$ cat src/rtl/ariane_pkg.sv
// Shared types for the fence sequencer: fence operation codes and FSM states.
package ariane_pkg;

  typedef enum logic [1:0] {
    FENCE        = 2'd0,
    FENCE_I      = 2'd1,
    SFENCE_VMA   = 2'd2,
    DCACHE_FLUSH = 2'd3
  } fence_op_e;

  typedef enum logic [2:0] {
    IDLE     = 3'd0,
    DRAIN    = 3'd1,
    DFLUSH   = 3'd2,
    IFLUSH   = 3'd3,
    TLBFLUSH = 3'd4,
    DONE     = 3'd5
  } fence_ctrl_state_e;

  // Ops whose D$ write-back must be followed by an I$ invalidate.
  function automatic logic op_needs_iflush(fence_op_e op);
    return (op == FENCE_I) || (op == DCACHE_FLUSH);
  endfunction

endpackage

$ cat src/rtl/sat_counter.sv
// Saturating up-counter; holds at all-ones, cleared only by reset.
module sat_counter #(
  parameter int unsigned Width = 32
) (
  input  logic             clk_i,
  input  logic             rst_i,
  input  logic             en_i,
  output logic [Width-1:0] count_o
);

  always_ff @(posedge clk_i) begin
    if (rst_i) begin
      count_o <= '0;
    end else if (en_i && (count_o != {Width{1'b1}})) begin
      count_o <= count_o + Width'(1);
    end
  end

endmodule

$ cat src/rtl/fence_ctrl.sv
// Fence-class instruction sequencer: drain stores, then D$ write-back, I$ invalidate, TLB flush.
// Optional busy-cycle counter enabled by defining FENCE_CTRL_PERF_EN.
module fence_ctrl
  import ariane_pkg::*;
#(
  parameter int unsigned CntWidth = 32
) (
  input  logic                clk_i,
  input  logic                rst_i,
  input  logic                req_valid_i,
  input  logic [1:0]          req_op_i,
  output logic                req_ready_o,
  input  logic                halt_i,
  input  logic                no_st_pending_i,
  output logic                dcache_flush_o,
  input  logic                dcache_flush_ack_i,
  output logic                icache_flush_o,
  output logic                tlb_flush_o,
  output logic                flush_pipeline_o,
  output logic                busy_o,
  output logic [CntWidth-1:0] busy_cycles_o
);

  fence_ctrl_state_e state_q, state_d;
  fence_op_e         op_q;
  logic              accept;

  assign accept = req_valid_i && !halt_i;

  // State and latched operation
  always_ff @(posedge clk_i) begin
    if (rst_i) begin
      state_q <= IDLE;
      op_q    <= FENCE;
    end else begin
      state_q <= state_d;
      if ((state_q == IDLE) && accept) begin
        op_q <= fence_op_e'(req_op_i);
      end
    end
  end

  // Next-state logic
  always_comb begin
    state_d = state_q;
    unique case (state_q)
      IDLE: begin
        if (accept) state_d = DRAIN;
      end
      DRAIN: begin
        // A withdrawn request is dropped before any side effect.
        if (!req_valid_i) begin
          state_d = IDLE;
        end else if (no_st_pending_i) begin
          state_d = (op_q == SFENCE_VMA) ? TLBFLUSH : DFLUSH;
        end
      end
      DFLUSH: begin
        if (dcache_flush_ack_i) begin
          state_d = op_needs_iflush(op_q) ? IFLUSH : DONE;
        end
      end
      IFLUSH:   state_d = DONE;
      TLBFLUSH: state_d = DONE;
      DONE:     state_d = IDLE;
      default:  state_d = IDLE;
    endcase
  end

  // Outputs decoded from the state register only
  always_comb begin
    req_ready_o      = 1'b0;
    dcache_flush_o   = 1'b0;
    icache_flush_o   = 1'b0;
    tlb_flush_o      = 1'b0;
    flush_pipeline_o = 1'b0;
    busy_o           = (state_q != IDLE);
    unique case (state_q)
      DFLUSH:   dcache_flush_o = 1'b1;
      IFLUSH:   icache_flush_o = 1'b1;
      TLBFLUSH: tlb_flush_o    = 1'b1;
      DONE: begin
        req_ready_o      = 1'b1;
        flush_pipeline_o = 1'b1;
      end
      default: ;
    endcase
  end

`ifdef FENCE_CTRL_PERF_EN
  sat_counter #(
    .Width(CntWidth)
  ) u_busy_cnt (
    .clk_i  (clk_i),
    .rst_i  (rst_i),
    .en_i   (busy_o),
    .count_o(busy_cycles_o)
  );
`else
  assign busy_cycles_o = '0;
`endif

endmodule
$ cat config.mk
export PLATFORM = sky130hd
export DESIGN_NAME = fence_ctrl
export DESIGN_NICKNAME = d
export VERILOG_FILES = /design/src/rtl/ariane_pkg.sv /design/src/rtl/sat_counter.sv /design/src/rtl/fence_ctrl.sv
export SDC_FILE = /design/constraint.sdc
export NUM_CORES = 1
export LEC_CHECK = 0
export CORE_MARGIN = 4
export CORE_UTILIZATION = 37
export DETAILED_ROUTE_END_ITERATION = 8
export PLACE_DENSITY = 0.84
export SYNTH_ARGS = -nofsm -noshare
export SYNTH_HDL_FRONTEND = slang
export SYNTH_SLANG_ARGS = --single-unit
$ cat constraint.sdc
create_clock -name clk_i -period 2.01 [get_ports clk_i]
set_input_delay 0.603 -clock clk_i [delete_from_list [all_inputs] [get_ports clk_i]]
set_output_delay 0.603 -clock clk_i [all_outputs]
set_load 0.01 [all_outputs]
# Yosys cells after proc, flatten, opt, wreduce, memory -nomap -nowiden
# Index checks and enable logic that the tools add are counted.
[totals]
reg_bits = 5
input_bits = 8
out_inout_bits = 38
elab_cells = 32
[classes]
n_eq_ne = 11
mux = 11
n_reduce_logical = 8
[op_table]
columns = ["cell", "n"]
rows = [
  ["3-bit 2-to-1 mux", 6],
  ["3-bit one-hot mux with 4 select lines", 1],
  ["3-bit by 2-bit equality test with 1-bit output (second input constant)", 2],
  ["3-bit equality test (second input constant)", 2],
  ["2-bit equality test (second input constant)", 2],
  ["1-bit 2-to-1 mux", 4],
  ["2-bit != test (second input constant)", 2],
  ["3-bit by 1-bit equality test with 1-bit output (second input constant)", 1],
  ["3-bit logical NOT", 1],
  ["3-bit != test (second input constant)", 1],
  ["3-bit AND reduction", 1],
  ["3-bit nonzero test", 1],
  ["2-bit by 1-bit equality test with 1-bit output (second input constant)", 1],
  ["1-bit logical AND", 2],
  ["2-bit OR reduction", 1],
  ["1-bit logical NOT", 1],
  ["1-bit logical OR", 1],
]

# Longest topological paths before layout
[depth]
depth_word = 5
mapped_depth = 4
depth_no_buf = 3

# Least setup slack after synthesis
# No wires, ideal clock.
[synth_path]
path_kind = "reg2out"
start = "register state_q[1]"
end = "output port busy_o"
t_arrival_ps = 1001
required_time_ps = 1407
slack_ps = 406
path_stages_with_launch = 3
n_path_buf = 1
path_cell_list = "dfxtp_1 buf_4 or3_2"
[synth_between]
elab_chain_len = 1
[synth_lines]
columns = ["item", "line", "text"]
rows = [
  ["start, declared", "fence_ctrl.sv:24", "fence_ctrl_state_e state_q, state_d;"],
  ["start signal, assigned", "fence_ctrl.sv:36", "state_q <= state_d;"],
  ["3-bit nonzero test", "fence_ctrl.sv:77", "busy_o = (state_q != IDLE);"],
  ["end, declared", "fence_ctrl.sv:20", "output logic busy_o,"],
]
# No other way between the ends.

# Final worst setup path
[layout_path]
start = "register state_q[2]"
end = "output port busy_o"
# Same word-level chain as after synthesis.

==> metrics.txt <==
# TYPE chip_impl_metric gauge
chip_impl_info{name="main_area_contributors_after_synthesis",value="sky130_fd_sc_hd__buf_4 39%, sky130_fd_sc_hd__dfxtp_1 15%, sky130_fd_sc_hd__a211oi_4 3.0%"} 1
chip_impl_metric{name="final_design_utilization",unit="%"} 46.4
chip_impl_metric{name="antenna_cells_inserted",unit=""} 0
chip_impl_metric{name="io_pins",unit=""} 46
chip_impl_metric{name="drt-wirelength-per-cell",unit="um"} 10.4
chip_impl_metric{name="global_route.usage.total",unit="%"} 9.63
chip_impl_metric{name="warnings_synthesis",unit=""} 0
chip_impl_info{name="timing_worst_setup_path_type",value="flip-flop to output port"} 1
chip_impl_metric{name="synth_seq_cells",unit=""} 5
chip_impl_metric{name="numClockSinks",unit=""} 5
chip_impl_info{name="outcome",value="completed"} 1
chip_impl_metric{name="cap_viol_max_count",unit=""} 0
chip_impl_metric{name="drc_violations",unit=""} 0
chip_impl_metric{name="antenna_left",unit=""} 0
chip_impl_info{name="setup.worst_path.start_class",value="flip-flop"} 1
chip_impl_metric{name="power_leakage",unit="nW"} 0.403
chip_impl_metric{name="postCtsSetupRepairBufs",unit=""} 0
chip_impl_metric{name="post_synth_inst_count",unit=""} 78
chip_impl_metric{name="fin_cells",unit=""} 118
chip_impl_metric{name="grt_pass1_vias",unit=""} 431
chip_impl_metric{name="clock_path_buffers",unit=""} 2
chip_impl_metric{name="die_y",unit="um"} 50.2
chip_impl_info{name="hold_path_startpoint",value="op_q[1]"} 1
chip_impl_metric{name="htree_num_levels",unit=""} 1
chip_impl_metric{name="worstHoldPathCells",unit=""} 2
chip_impl_metric{name="finalHoldViolCount",unit=""} 0
chip_impl_metric{name="synth_seq_area_share",unit="%"} 15.2
chip_impl_metric{name="maxSlewViolCount",unit=""} 0
chip_impl_metric{name="detailedRoute.firstIterationViolations",unit=""} 9
chip_impl_info{name="grt-busiest-layer",value="met2"} 1
chip_impl_metric{name="grt_pass1_wl",unit="um"} 1810
chip_impl_metric{name="pre_repair_dr_iteration_count",unit=""} 4
chip_impl_metric{name="finalWeightedCongestion",unit=""} 0.803
chip_impl_metric{name="holdBufCountCts",unit=""} 0
chip_impl_metric{name="io_buffers",unit=""} 13
chip_impl_metric{name="vdd.ir_drop.worst",unit="mV"} 0.321
chip_impl_metric{name="met2_usage",unit="%"} 14.3
chip_impl_metric{name="synth_edf_count",unit=""} 0
chip_impl_metric{name="routed-via-count",unit=""} 500
chip_impl_metric{name="max_freq",unit="GHz"} 0.515
chip_impl_info{name="clock_tree_from_tritoncts",value="done"} 1
chip_impl_metric{name="crit_required",unit="ns"} 1.41
chip_impl_metric{name="die_area",unit="mm2"} 0.00252
chip_impl_metric{name="routed_wl",unit="um"} 1230
chip_impl_metric{name="antenna_found_initial",unit=""} 0
chip_impl_metric{name="fp-row-count",unit=""} 14
chip_impl_metric{name="cp_data_arrival_time",unit="ns"} 1.34
chip_impl_metric{name="path_max_fanout",unit=""} 6
chip_impl_metric{name="dp_cells",unit=""} 114
chip_impl_metric{name="worstRegToRegCells",unit=""} 4
chip_impl_info{name="root_buffer",value="sky130_fd_sc_hd__clkbuf_4"} 1
chip_impl_info{name="critical_path.reg2reg.startpoint",value="state_q[1]"} 1
chip_impl_info{name="end_kind",value="output port"} 1
chip_impl_metric{name="cts.reportedPaths.clkPinSlew",unit="ns"} 0.04
chip_impl_metric{name="viasPerCell",unit=""} 4.24
chip_impl_metric{name="clk_latency",unit="ns"} 0.24
chip_impl_metric{name="gr-usage-met1",unit="%"} 10.1
chip_impl_metric{name="cts-buffers-inserted",unit=""} 3
chip_impl_info{name="synthFlopType",value="sky130_fd_sc_hd__dfxtp_1"} 1
chip_impl_metric{name="layout-drive-gt1-share",unit="%"} 24.5
chip_impl_metric{name="place_hpwl",unit="um"} 1010
chip_impl_metric{name="yosys.area.top_type_share",unit="%"} 38.7
chip_impl_metric{name="die_w",unit="um"} 50.2
chip_impl_metric{name="initial_core_utilization",unit="%"} 41.4
chip_impl_metric{name="syn-cell-area",unit="um2"} 659
chip_impl_metric{name="grt.overflow.total",unit=""} 0
chip_impl_metric{name="coreArea",unit="mm2"} 0.00159
chip_impl_info{name="synthDominantAreaCellType",value="sky130_fd_sc_hd__buf_4"} 1
chip_impl_info{name="unrepaired_setup_endpoints_after_global_routing",value="false"} 1
chip_impl_metric{name="finalSetupViolations",unit=""} 0
chip_impl_metric{name="gr-usage-met3",unit="%"} 7.10
chip_impl_info{name="timing.hold.worst.class",value="flip-flop to flip-flop"} 1
chip_impl_info{name="worst_setup_path_startpoint",value="state_q[2]"} 1
chip_impl_metric{name="layout_min_cycle_time",unit="ns"} 1.94
chip_impl_metric{name="synthesis.area_per_instance",unit="um2"} 8.45
chip_impl_metric{name="finalNetCount",unit=""} 103
chip_impl_metric{name="count_of_fill_cells_added_during_filler_insertion",unit=""} 159
chip_impl_metric{name="synth.distinct_cells",unit=""} 34
chip_impl_metric{name="fin_worst_skew",unit="ns"} 0.000351
chip_impl_metric{name="maximum_number_of_pins_on_one_net_before_global_route_repair",unit=""} 14
chip_impl_metric{name="finalCritPeriodShare",unit="%"} 96.5
chip_impl_metric{name="async_flop_share",unit="%"} 0
chip_impl_metric{name="p_per_area",unit="mW/mm2"} 447
chip_impl_metric{name="area_growth_syn_to_layout",unit="%"} 12.1
-- power by group --
part,total [mW],leakage [nW],internal [mW],switching (mW)
registers,0.111,0.0416,0.105,0.00636
clock network,0.116,0.0150,0.0750,0.0411
logic,0.103,0.346,0.0423,0.0611
-- metrics by stage --
step           cell area [um2]  setup slack (ns)  power [mW]  hold slack [ns]  TNS, ns
6_report                   739            0.0699       0.331            0.521        0
3_5_place_dp               694            0.0439       0.213            0.506        0
2_1_floorplan              776             0.406       0.225            0.452        0
5_1_grt                    739            0.0193       0.356            0.554        0
4_1_cts                    723           -0.0831       0.335            0.515  -0.0831
3_3_place_gp               694             0.104       0.212            0.487        0
-- worst paths after layout --
| path | endpoint | slack, ns |
|---|---|---|
| setup / recovery | busy_o | 0.07 |
| hold reg to reg | op_q[1] | 0.52 |
| hold / removal | op_q[1] | 0.52 |
| setup reg to reg | state_q[1] | 0.62 |
-- flip-flops by register name (all words and copies together) (netlist names) --
register,flops
op_q,2
state_q,3
-- cells by family (layout without fill, tap and decap cells) --
group	after synthesis	count (layout)	synth area share, %
AO/OA/AOI/OAI	13	13	17.8
flip-flops	5	5	15.2
other	1	32	0.569
buffers and inverters	37	22	41.7
AND/OR/NAND/NOR	22	22	24.7
-- final cells by class --
cell class                 count  area (um2)  share of cell area [%]
inverter                       1        3.75                   0.508
multi-input combinational     67         408                    55.2
clock buffer                   4        26.3                    3.55
sequential                     5         103                    13.9
tap                           24        30.0                    4.06
timing repair buffer          17         169                    22.8
-- cell usage in the layout, fill, tap and decap left out, types with 2 or more instances in the layout --
cell | netlist | layout
sky130_fd_sc_hd__a21oi_1 | 2 | 2
sky130_fd_sc_hd__conb_1 | 1 | 32
sky130_fd_sc_hd__clkbuf_4 | 0 | 3
sky130_fd_sc_hd__o21ai_0 | 2 | 2
sky130_fd_sc_hd__buf_4 | 34 | 4
sky130_fd_sc_hd__dfxtp_1 | 5 | 3
sky130_fd_sc_hd__dlymetal6s2s_1 | 0 | 4
sky130_fd_sc_hd__and3b_2 | 2 | 2
sky130_fd_sc_hd__nor3b_1 | 2 | 2
sky130_fd_sc_hd__nor2_1 | 3 | 2
sky130_fd_sc_hd__clkdlybuf4s50_1 | 0 | 8
sky130_fd_sc_hd__dfxtp_2 | 0 | 2
sky130_fd_sc_hd__nand3_1 | 2 | 2
-- routing by layer --
| metal | wire (um) | vias to the layer above |
|---|---|---|
| met5 | 0 | - |
| met4 | 4 | 0 |
| met3 | 173 | 2 |
| met2 | 588 | 34 |
| met1 | 460 | 231 |
| li1 | - | 233 |
-- worst max-delay path, cell delays in order (launching register included) --
cell	delay, ns
sky130_fd_sc_hd__dfxtp_2	0.34
sky130_fd_sc_hd__or3_2	0.46
sky130_fd_sc_hd__dlygate4sd2_1	0.29
-- Yosys cell counts, types with 2 or more instances --
cell	instances
sky130_fd_sc_hd__a21oi_1	2
sky130_fd_sc_hd__and3b_2	2
sky130_fd_sc_hd__buf_4	34
sky130_fd_sc_hd__dfxtp_1	5
sky130_fd_sc_hd__nand3_1	2
sky130_fd_sc_hd__nor2_1	3
sky130_fd_sc_hd__nor3b_1	2
sky130_fd_sc_hd__o21ai_0	2
-- what timing repair did --
action / CTS / global route
setup endpoints to repair: 3 / 3
endpoints found under the hold margin: 0 / 0
resized for setup: 3 / 6
Power figures use the tool's default switching activity.
